## src/rtl/sme_host_driver.sv

```systemverilog
// Host-side driver for the string-matching engine: buffers string/pattern bytes, bursts them
// to the engine, then waits (bounded) for valid and presents the latched result with a done pulse.
module sme_host_driver #(
  parameter int STR_MAX     = 32,
  parameter int PAT_MAX     = 8,
  parameter int TIMEOUT_CYC = 1024
) (
  input  logic       clk,
  input  logic       reset,
  input  logic       wr_en,
  input  logic       wr_sel,
  input  logic [4:0] wr_addr,
  input  logic [7:0] wr_data,
  input  logic       start,
  input  logic [5:0] str_len,
  input  logic [3:0] pat_len,
  input  logic       send_str,
  output logic       busy,
  output logic       done,
  output logic       res_match,
  output logic [4:0] res_index,
  output logic       timeout,
  output logic [7:0] chardata,
  output logic       isstring,
  output logic       ispattern,
  input  logic       valid,
  input  logic       match,
  input  logic [4:0] match_index
);

  localparam int SAW = $clog2(STR_MAX);
  localparam int PAW = $clog2(PAT_MAX);
  localparam int TW  = $clog2(TIMEOUT_CYC + 1);
  localparam logic [TW-1:0] T_LAST = TW'(TIMEOUT_CYC - 1);
  localparam logic [TW-1:0] T_ONE  = TW'(1);

  typedef enum logic [2:0] {IDLE, SEND_STR, SEND_PAT, WAIT, DONE} state_t;

  state_t        state;
  logic [7:0]    sbuf [STR_MAX];
  logic [7:0]    pbuf [PAT_MAX];
  logic [5:0]    slen_q;
  logic [3:0]    plen_q;
  logic [5:0]    idx;
  logic [TW-1:0] wcnt;
  logic          str_loaded;
  logic          eff_send;
  logic          start_ok;

  // The engine must have a string before it can match, so the first run always sends one.
  assign eff_send = send_str | ~str_loaded;
  assign start_ok = start && (pat_len != 4'd0) && (int'(pat_len) <= PAT_MAX) &&
                    (!eff_send || ((str_len != 6'd0) && (int'(str_len) <= STR_MAX)));

  always_ff @(posedge clk) begin
    if (wr_en && state == IDLE) begin
      if (!wr_sel) begin
        if (int'(wr_addr) < STR_MAX) sbuf[wr_addr[SAW-1:0]] <= wr_data;
      end else begin
        pbuf[wr_addr[PAW-1:0]] <= wr_data;
      end
    end
  end

  always_ff @(posedge clk or negedge reset) begin
    if (!reset) begin
      state      <= IDLE;
      slen_q     <= '0;
      plen_q     <= '0;
      idx        <= '0;
      wcnt       <= '0;
      str_loaded <= 1'b0;
      busy       <= 1'b0;
      done       <= 1'b0;
      res_match  <= 1'b0;
      res_index  <= '0;
      timeout    <= 1'b0;
      chardata   <= 8'h00;
      isstring   <= 1'b0;
      ispattern  <= 1'b0;
    end else begin
      isstring  <= 1'b0;
      ispattern <= 1'b0;
      chardata  <= 8'h00;
      done      <= 1'b0;
      case (state)
        IDLE: begin
          if (start_ok) begin
            slen_q <= str_len;
            plen_q <= pat_len;
            idx    <= '0;
            busy   <= 1'b1;
            state  <= eff_send ? SEND_STR : SEND_PAT;
          end
        end
        SEND_STR: begin
          isstring   <= 1'b1;
          chardata   <= sbuf[idx[SAW-1:0]];
          str_loaded <= 1'b1;
          if (idx == slen_q - 6'd1) begin
            idx   <= '0;
            state <= SEND_PAT;
          end else begin
            idx <= idx + 6'd1;
          end
        end
        SEND_PAT: begin
          ispattern <= 1'b1;
          chardata  <= pbuf[idx[PAW-1:0]];
          if (idx == {2'b00, plen_q - 4'd1}) begin
            wcnt  <= '0;
            state <= WAIT;
          end else begin
            idx <= idx + 6'd1;
          end
        end
        WAIT: begin
          // A valid on the terminal-count cycle still wins over the timeout.
          if (valid) begin
            res_match <= match;
            res_index <= match_index;
            timeout   <= 1'b0;
            done      <= 1'b1;
            state     <= DONE;
          end else if (wcnt == T_LAST) begin
            res_match <= 1'b0;
            res_index <= '0;
            timeout   <= 1'b1;
            done      <= 1'b1;
            state     <= DONE;
          end else begin
            wcnt <= wcnt + T_ONE;
          end
        end
        DONE: begin
          busy  <= 1'b0;
          state <= IDLE;
        end
        default: state <= IDLE;
      endcase
    end
  end

endmodule
```

## config.mk

```make
export PLATFORM = sky130hd
export DESIGN_NAME = sme_host_driver
export DESIGN_NICKNAME = d
export VERILOG_FILES = /design/src/rtl/sme_host_driver.sv
export SDC_FILE = /design/constraint.sdc
export NUM_CORES = 1
export LEC_CHECK = 0
export BUFFER_PORTS_ARGS = -buffer_cell sky130_fd_sc_hd__buf_4
export CORE_MARGIN = 5
export CORE_UTILIZATION = 35
export DETAILED_ROUTE_END_ITERATION = 10
export HOLD_SLACK_MARGIN = 0.05
export PLACE_DENSITY = 0.61
export SLEW_MARGIN = 10
export SYNTH_ARGS = -nofsm -noshare
export SYNTH_HDL_FRONTEND = slang
export SYNTH_SLANG_ARGS = --single-unit
export TNS_END_PERCENT = 10
```

## constraint.sdc

```tcl
create_clock -name clk -period 3.3 [get_ports clk]
set_clock_uncertainty 0.2 [all_clocks]
set_input_delay 0.33 -clock clk [delete_from_list [all_inputs] [get_ports clk]]
set_output_delay 0.33 -clock clk [all_outputs]
set_load 0.1 [all_outputs]
```

==> reports/metrics.yaml, run 1 <==
run_status:
  status: "finished, final reports clean"
placed_design:
  pre_cts_ws_ns: 0.476
  placed_cells: 1367
  hpwl_um: 20900
  routabilityCongestion: 0.789
  io_buffer_count: 54
route:
  initialDrtViolationCount: 749
  num_vias: 7561
  drt-total-wl_um: 32300
  via_per_inst: 5.16
  firstDrtPassIters: 5
  wire_per_inst_um: 22.0
  antenna_left: 0
  drc: 0
global_route:
  overflow: 0
  track_usage_pct: 14.0
  met1_usage_pct: 19.8
  grt_max_degree: 71
  met3_usage_pct: 3.08
  grt_pass1_wl_um: 49700
  grt_pass1_vias: 7867
  antenna_found_initial: 0
  grt_util_met2_pct: 22.1
  grt-busiest-layer: "met2"
worst_setup_path:
  critPathCaptureType: "flop"
  crit_chain: "buf_12 > mux4_2 > mux4_2 > a22oi_1 > o21ai_0"
  path_max_fanout: 25
  crit_top_cell: "mux4_2"
  cp_slowest_cell: "dfrtp_4"
  cp-start-kind: "flop"
  arrival_ns: 2.99
  cp_data_required_time_ns: 3.50
  criticalPathCategory: "reg2reg"
  critPathMaxStageDelay_ns: 0.65
sta:
  slew_headroom_pct: 48.5
  setup_ws_ns: 0.511
  maxSlewViolCount: 0
  fmax_mhz: 358
  worst_pin_slew_ns: 0.772
  finalSetupViolations: 0
  finalCriticalPeriod_ns: 2.79
  fin_crit_sh_pct: 84.5
  hold_violations: 0
  fin_hold_ws_ns: 0.102
  rsz0062_at_grt: "no"
  finalSetupTns_ns: 0
floorplanning:
  start_util_pct: 35.3
  rows: 75
  die_x_um: 216
  io_pins: 55
  chipHeight_um: 216
  die_area_sq_um: 46500
  fp.coreArea_sq_um: 41900
synthesis:
  synthTopCellsByCount: "edfxtp_1 (320), mux4_2 (96), nor2_1 (57)"
  synth_seq_area_share_pct: 73.3
  synthTopCellsByArea: "edfxtp_1 (65%), mux4_2 (15%), dfrtp_1 (8.5%), nor2_1 (1.4%), mux2_2 (0.99%)"
  synth_area_per_cell_sq_um: 19.6
  synth_flop_cell: "edfxtp_1"
  synth_seq_cells: 370
  syn_area_sq_um: 14800
  synth-async-reset-ratio_pct: 13.5
  ys_types: 53
  synthMostInstantiatedCell: "edfxtp_1"
  synth_top_area_share_pct: 64.9
  yosysWarnings: 0
  syn_inst: 756
  syn_nets: 796
  synth_area_leader_cell: "edfxtp_1"
  synth_edf_count: 320
pwr:
  irDropWorstVdd_mv: 0.301
  p_per_area_nw_per_um2: 545
  clkPwrFrac_pct: 45.2
  combPwrFrac_pct: 2.2
  p_leak_nw: 5.97
  total_power_w: 0.00967
  switchingPower_w: 0.00194
  p_seq_share_pct: 52.7
  p_int_w: 0.00772
  switching_share_pct: 20.1
clocking:
  clockRootBuffer: "clkbuf_16"
  numClockSinks: 370
  cts_tree: "yes"
  cts_resized: 0
  numCtsBuffers: 40
  cts_max_path_buffers: 3
  cts_hold_buf: 27
  clkTransAtPathRegs_ns: 0.06
  clock_latency_ns: 0.55
  htree_levels: 2
  post_cts_buffers: 0
cells_and_area:
  drive_gt1_share_pct: 31.5
  flow.area_growth_from_synthesis_pct: 19.8
  finalNonFillerCells: 1465
  diodes: 0
  fin_nets: 937
hold_path:
  hold_class: "in2reg"
job:
  cap_violations: 0
[through the flow]
step / instance area [sq um] / utilization, %
after detailed placement: 16200 / 38.6
after global placement: 16200 / 38.6
after floorplan: 14800 / -
after global routing: 17700 / 42.3
final: 17700 / 42.3
after CTS: 17700 / 42.3
[area by class of cell]
class,instances,area [sq um]
inverters,13,48.8
repair buffers,134,1120
flip-flops and latches,370,10900
multi-input cells,338,3740
well taps,539,674
fillers,3639,24200
clock inverters,18,189
clock buffers,53,1090
[final timing paths]
| check | from | end | slack (ns) | cells past startpoint |
|---|---|---|---|---|
| max | idx[0] | chardata[2] | 0.51 | 5 |
| min | wr_addr[1] | pbuf[3][1] | 0.10 | 3 |
| max reg2reg | idx[0] | chardata[2] | 0.51 | 5 |
| min reg2reg | str_loaded | str_loaded | 0.26 | 2 |
| max in group asynchronous | reset | idx[0] | 2.23 | 2 |
| min in group asynchronous | reset | str_loaded | 0.17 | 2 |
[power groups by stage]
stage | registers [W] | logic, W | clock network [W]
4_1_cts | 0.00509 | 0.000211 | 0.00447
3_3_place_gp | 0.00519 | 0.000180 | 0
5_1_grt | 0.00509 | 0.000226 | 0.00466
3_5_place_dp | 0.00519 | 0.000186 | 0
6_report | 0.00509 | 0.000208 | 0.00437
2_1_floorplan | 0.00522 | 0.0000241 | 0
[sequential cells by signal, summed over array words and instances (netlist names), 3 cells and up]
name,flops
wcnt,11
plen_q,4
res_index,5
idx,6
sbuf,256
pbuf,64
state,3
slen_q,6
chardata,8
[layout by cell type, fill, tap and decap left out, drive strengths merged, types with 15 or more instances in the layout]
master,n
buf,107
nand2,17
o21ai,15
dlygate4sd3,27
nor2,57
dfrtp,50
edfxtp,320
clkbuf,53
mux4,96
[cell families after synthesis]
kind of cell	Yosys count	synth area share, %
AOI/OAI and AO/OA	60	2.97
DFF	370	73.3
adders and majority gates	4	0.338
buffers and inverters	48	1.41
and+or+nand+nor	139	4.73
muxes	118	16.2
xor gates and xnor gates	17	1.01
[worst max-delay path, delay by kind of cell (launching register included)]
| kind | cells | cell delay (ns) |
|---|---|---|
| mux | 2 | 1.15 |
| flops | 1 | 0.65 |
| compound gates | 2 | 0.34 |
| buf+inv | 1 | 0.28 |
[per-layer routing]
metal  wire, um  vias up
met2      15100      221
met1      14600     3936
met5          0        -
met3       1920       52
met4        704        0
li1           -     3352
Power figures use the tool's default switching activity.
==> run 2, diff against run 1 <==
ABC_AREA = 1   (was unset)
PLACE_DENSITY = 0.63   (was 0.61)
clock period = 2.49 ns   (was 3.3 ns; I/O delays follow)
==> reports/metrics.yaml, run 2 <==
floorplanning:
  die_area_sq_um: 48700  # +4.7%
  start_util_pct: 35.3  # about the same
  fp.coreArea_sq_um: 44000  # +5.0%
  die_x_um: 221  # +2.3%
  rows: 77  # +2.7%
  chipHeight_um: 221  # +2.3%
  io_pins: 55  # unchanged
worst_setup_path:
  cp_data_required_time_ns: 2.54  # -0.96 ns
  path_max_fanout: 8  # -68%
  critPathCaptureType: "flop"
  cp-start-kind: "flop"
  arrival_ns: 2.45  # -0.54 ns
  criticalPathCategory: "reg2reg"
synthesis:
  syn_nets: 1414  # +78%
  synth-async-reset-ratio_pct: 13.5  # unchanged
  synth-simple-area-share_pct: 15.3  # +11 points
  yosysWarnings: 0  # unchanged
  ys_types: 35  # -34%
  syn_inst: 1374  # +82%
  synth_mux_area_share_pct: 0  # -16 points
  synth-compound-area-share_pct: 9.64  # +6.7 points
  synth_flop_cell: "edfxtp_1"
  synthMostInstantiatedCell: "edfxtp_1"
  synth_adder_area_share_pct: 0.322  # -0.016 points
  synth_edf_count: 320  # unchanged
  synth_top_family_by_area: "simple AND/OR/NAND/NOR gates"
  synth_area_leader_cell: "edfxtp_1"
  synth_seq_area_share_pct: 69.9  # -3.4 points
  synth_area_per_cell_sq_um: 11.3  # -42%
  syn_area_sq_um: 15500  # +4.9%
  synthTopCellsByArea: "edfxtp_1 (62%), dfrtp_1 (8.1%), nor2_1 (5.7%), nand2_1 (5.1%), o21ai_0 (4.7%)"
  synth_top_area_share_pct: 61.9  # -3.0 points
  synthTopCellsByCount: "edfxtp_1 (320), nor2_1 (235), nand2_1 (209)"
  synth_xor_area_share_pct: 0.789  # -0.22 points
  synth_seq_cells: 370  # unchanged
cells_and_area:
  layout_common_cells: "edfxtp_1 (320), nor2_1 (235), nand2_1 (209)"
  flow.area_growth_from_synthesis_pct: 19.6
  drive_gt1_share_pct: 13.9  # -18 points
  final_util_pct: 42.2  # -0.072 points
  diodes: 0  # unchanged
  largest_register_ffs: 256  # unchanged
  fin_nets: 1555  # +66%
  layout.cells.most_common: "edfxtp_1"
global_route:
  overflow: 0  # unchanged
  grt_max_degree: 53  # -25%
  grt_pass1_wl_um: 62100  # +25%
  grt_pass1_vias: 10900  # +39%
  track_usage_pct: 16.5  # +2.5 points
  antenna_found_initial: 0  # unchanged
sta:
  fin_crit_sh_pct: 96.5  # +12 points
  hold_violations: 0  # unchanged
  finalSetupTns_ns: 0  # unchanged
  finalCriticalPeriod_ns: 2.40  # -0.387 ns
  fmax_mhz: 416  # +16%
  maxSlewViolCount: 0  # unchanged
  slew_headroom_pct: 24.4  # -24 points
  finalSetupViolations: 0  # unchanged
  rsz0062_at_grt: "no"
  worst_pin_slew_ns: 1.13  # +0.358 ns
clocking:
  clock_latency_ns: 0.55  # about the same
  clkTransAtPathRegs_ns: 0.06  # about the same
  cts_max_path_buffers: 3  # unchanged
  numCtsBuffers: 38  # -5.0%
  htree_levels: 2  # unchanged
  cts_tree: "yes"
  clockRootBuffer: "clkbuf_16"
  numClockSinks: 370  # unchanged
route:
  firstDrtPassIters: 7  # +2
  via_per_inst: 5.14  # -0.49%
  drt-total-wl_um: 40500  # +26%
  wire_per_inst_um: 19.0  # -14%
  initialDrtViolationCount: 1492  # +99%
  num_vias: 11000  # +45%
  drc: 0  # unchanged
  antenna_left: 0  # unchanged
placed_design:
  io_buffer_count: 54  # unchanged
  hpwl_um: 25500  # +22%
  routabilityCongestion: 0.881  # +12%
hold_path:
  hold_class: "in2async"
pwr:
  p_per_area_nw_per_um2: 1050  # +93%
  p_leak_nw: 6.88  # +15%
  irDropWorstVdd_mv: 1.02  # +240%
run_status:
  status: "finished, final reports clean"
job:
  cap_violations: 0  # unchanged
==> run 2: cell types whose count changed after synthesis, sizes merged, moves of 14 or more <==
| cell | delta |
|---|---|
| clkbuf | +17 |
| nand3 | +80 |
| a21oi | +14 |
| buf | +22 |
| inv | +60 |
| o211ai | +33 |
| mux4 | -96 |
| nand2 | +195 |
| a22o | -14 |
| o22ai | +20 |
| o21ai | +163 |
| nor2 | +182 |
==> run 2: worst max-delay path, cell delays in order (launching register included) <==
cell and delay, ns:
dfrtp_1 0.42, nor2_1 0.16, inv_2 0.06, nor2_2 0.17
nand2_1 0.17, nor2_4 0.21, nand4_1 0.35, nor2_1 0.20
buf_4 0.19
==> run 2: worst paths after layout <==
path / startpoint / endpoint / slack, ns / depth (start not counted)
setup / recovery: state[0] / sbuf[1][2] / 0.09 / 8
hold / removal: reset / isstring / 0.08 / 2
setup reg to reg: state[0] / sbuf[1][2] / 0.09 / 8
hold reg to reg: str_loaded / str_loaded / 0.26 / 2
max in group asynchronous: reset / idx[0] / 1.52 / 2
min in group clk: wr_addr[2] / pbuf[1][0] / 0.12 / 3
==> run 2: area by class of cell <==
type	instances	area, sq um
Inverter	74	280
Multi-Input combinational cell	856	4050
Clock inverter	11	121
Tap cell	592	741
Fill cell	4129	25400
Clock buffer	54	1050
Sequential cell	370	10900
Timing Repair Buffer	175	1470
==> run 2: per-stage QoR <==
stage | cell area, sq um | total power [W] | std cells | setup slack, ns | hold slack [ns]
2_1_floorplan | 15500 | 0.0119 | 1374 | 0.0251 | -0.247
3_3_place_gp | 17000 | 0.0141 | 2031 | 0.0802 | 0.113
3_5_place_dp | 17000 | 0.0141 | 2031 | 0.0621 | 0.117
4_1_cts | 18600 | 0.0196 | 2130 | 0.0351 | 0.0859
5_1_grt | 18600 | 0.0206 | 2132 | 0.0149 | 0.109
6_report | 18600 | 0.0195 | 2132 | 0.0872 | 0.0811
==> run 2: cell families (layout without fill, tap and decap cells) <==
family                     after synthesis  count (layout)
and+or+nand+nor                        571             571
DFF                                    370             370
AOI/OAI and AO/OA                      267             267
buffers and inverters                  148             314
xor gates and xnor gates                14              14
adders and majority gates                4               4
==> run 2: metal layers <==
layer / wire [um] / track usage, % / vias up
met5: 0 / 0 / -
met4: 919 / 4.16 / 0
met3: 3310 / 3.32 / 68
met2: 18000 / 25.8 / 460
met1: 18300 / 23.7 / 5306
li1: - / - / 5116
==> run 2: where the power goes <==
group          leakage, nW  switching [W]  internal (W)
Combinational         2.80        0.00480       0.00201
Clock                0.568        0.00229       0.00315
Sequential            3.52       0.000239       0.00706
Total                 6.88        0.00733        0.0122
==> run 2: timing repair <==
| action | CTS | global route |
|---|---|---|
| gates resized for setup | 0 | 1 |
| buffers inserted | 0 | 2 |
| hold endpoints to repair | 212 | 0 |
| endpoints found under the setup margin | 0 | 139 |
| hold buffers | 34 | 0 |
==> run 3, diff against run 2 <==
ABC_AREA = 0   (was 1)
==> reports/metrics.yaml, run 3 (synthesized netlist as in run 1, its figures left out) <==
cells_and_area:
  layout.cells.most_common: "edfxtp_1"
  fin_nets: 983  # -37%
  final_area_sq_um: 18400  # -1.1%
  flow.area_growth_from_synthesis_pct: 24.1
  largest_register_ffs: 256  # unchanged
  drive_gt1_share_pct: 35.7  # +22 points
  finalNonFillerCells: 1510  # -29%
  layout_common_cells: "edfxtp_1 (320), buf_4 (132), mux4_2 (96)"
  diodes: 0  # unchanged
floorplanning:
  chipHeight_um: 216  # -2.3%
  rows: 75  # -2.6%
  start_util_pct: 35.3  # about the same
  die_area_sq_um: 46500  # -4.5%
  io_pins: 55  # unchanged
  die_x_um: 216  # -2.3%
  fp.coreArea_sq_um: 41900  # -4.7%
global_route:
  grt_pass1_wl_um: 51100  # -18%
  grt_pass1_vias: 7926  # -27%
  antenna_found_initial: 0  # unchanged
  grt_max_degree: 51  # -3.8%
  track_usage_pct: 14.5  # -1.9 points
  overflow: 0  # unchanged
pwr:
  irDropWorstVdd_mv: 0.483  # -52%
  p_leak_nw: 6.32  # -8.2%
  p_per_area_nw_per_um2: 703  # -33%
  p_int_w: 0.0103  # -16%
  switchingPower_w: 0.00260  # -65%
  clkPwrFrac_pct: 45.5  # +18 points
  combPwrFrac_pct: 2.2  # -33 points
  total_power_w: 0.0129  # -34%
  p_seq_share_pct: 52.3  # +15 points
  switching_share_pct: 20.1  # -17 points
hold_path:
  hold_class: "in2reg"
  whs_path_depth: 5
  hold_end: "state[0]"
  min_from: "send_str"
route:
  route.met2.wl_um: 16300  # -9.4%
  firstDrtPassIters: 5  # -2
  num_vias: 7811  # -29%
  wl_met3_um: 2380  # -28%
  initialDrtViolationCount: 751  # -50%
  top_layer_used: "met4"
  wl_met1_um: 14900  # -18%
  via_per_inst: 5.17  # +0.72%
  drt-total-wl_um: 34200  # -16%
  antenna_left: 0  # unchanged
  wire_per_inst_um: 22.7  # +19%
  drc: 0  # unchanged
worst_setup_path:
  timing.rr.end: "chardata[7]"
  cp-start-kind: "flop"
  critPathCaptureType: "flop"
  critPathLaunch: "idx[0]"
  rrSetupSlack_ns: -0.04  # -0.13 ns
  cp_slowest_cell: "mux4_2"
  cp_data_required_time_ns: 2.70  # +0.16 ns
  criticalPathCategory: "reg2reg"
  crit_chain: "buf_12 > buf_4 > mux4_2 > mux4_2 > a22oi_2 > o21ai_1"
  critical_path.top_delay_family: "multiplexers"
  r2r.worst_path.cells: 6  # -2
  arrival_ns: 2.74  # +0.29 ns
  critPathMaxStageDelay_ns: 0.54  # +0.12 ns
  path_buf_inv: 2  # unchanged
  r2r_start: "idx[0]"
  crit_top_cell: "mux4_2"
  path_max_fanout: 5  # -3
sta:
  fmax_mhz: 395  # -5.1%
  finalCriticalPeriod_ns: 2.53  # +0.129 ns
  rsz0062_at_grt: "yes"
  setup_ws_ns: -0.0421  # -0.129 ns
  fin_crit_sh_pct: 102  # +5.2 points
  maxSlewViolCount: 0  # unchanged
  worst_pin_slew_ns: 0.689  # -0.441 ns
  slew_headroom_pct: 54.1  # +30 points
  hold_violations: 0  # unchanged
  finalSetupViolations: 4  # +4
placed_design:
  hpwl_um: 21500  # -16%
  io_buffer_count: 54  # unchanged
  dpl-instance-area_sq_um: 16500  # -3.4%
  pre_cts_ws_ns: -0.165  # -0.227 ns
  routabilityCongestion: 0.774  # -12%
  placed_cells: 1395  # -31%
run_status:
  status: "finished with violations"
  violations: "setup timing"
clocking:
  clock_latency_ns: 0.56  # about the same
  numCtsBuffers: 40  # +5.3%
  htree_levels: 2  # unchanged
  numClockSinks: 370  # unchanged
  clockRootBuffer: "clkbuf_16"
  cts_max_path_buffers: 3  # unchanged
  cts_tree: "yes"
  clkTransAtPathRegs_ns: 0.06  # about the same
job:
  cap_violations: 0  # unchanged
run 3: changes by cell type in the layout (fill, tap and decap cells not counted), moves of 13 or more:
cell	delta
nor2_1	-178
o21ai_0	-137
nand2_1	-193
a22o_1	+14
o22ai_1	-20
o211ai_1	-33
a21oi_1	-14
nand3_1	-79
inv_1	-51
mux2_2	+13
mux4_2	+96
o21ai_1	-27
run 3: repair_timing:
action | CTS | global route
gates resized for setup | 11 | 17
setup endpoints to repair | 6 | 31
buffers inserted | 11 | 4
pin swaps | 4 | 2
endpoints found under the hold margin | 392 | 0
hold buffers | 28 | 0
cloned | 3 | 1
run 3: layer usage:
layer | vias to the layer above | global-route usage [%]
li1 | 3435 | -
met1 | 4072 | 20.4
met2 | 255 | 23.4
met3 | 49 | 3.31
met4 | 0 | 3.26
met5 | - | 0
run 3: power by group through the flow:
stage          clock [W]  combinational, W  sequential, W
4_1_cts          0.00601          0.000283        0.00675
6_report         0.00588          0.000282        0.00675
3_3_place_gp           0          0.000239        0.00687
3_5_place_dp           0          0.000248        0.00687
5_1_grt          0.00631          0.000304        0.00674
2_1_floorplan          0         0.0000324        0.00692
run 3: layout make-up:
cell class              instances  area, sq um
well taps                     539          674
clock buffers                  48         1030
clock inverters                22          258
multi-input cells             338         3820
flip-flops and latches        370        10900
inverters                      13         48.8
repair buffers                180         1660
fillers                      3550        23600
run 3: how the worst max path moves through the flow:
stage	cells after the start	end	slack (ns)
floorplan	7	sbuf[3][0]	-0.11
global placement	5	chardata[0]	-0.17
detailed placement	5	chardata[0]	-0.16
CTS	6	chardata[0]	-0.03
global route	6	chardata[0]	-0.09
finish	6	chardata[7]	-0.04
run 3: worst min-delay path, cell delays in order:
cell and delay, ns:
buf_4 0.09, nor2b_1 0.07, nor2_1 0.09, a22oi_1 0.06, o311ai_1 0.22
run 3: metrics by stage:
step                utilization [%]  TNS, ns  hold WS [ns]
floorplan                         -    -7.97        -0.247
global placement               39.2   -0.401         0.128
detailed placement             39.2   -0.446         0.143
CTS                            43.6  -0.0806        0.0546
global route                   43.8   -0.430        0.0629
finish                         43.8  -0.0679        0.0619
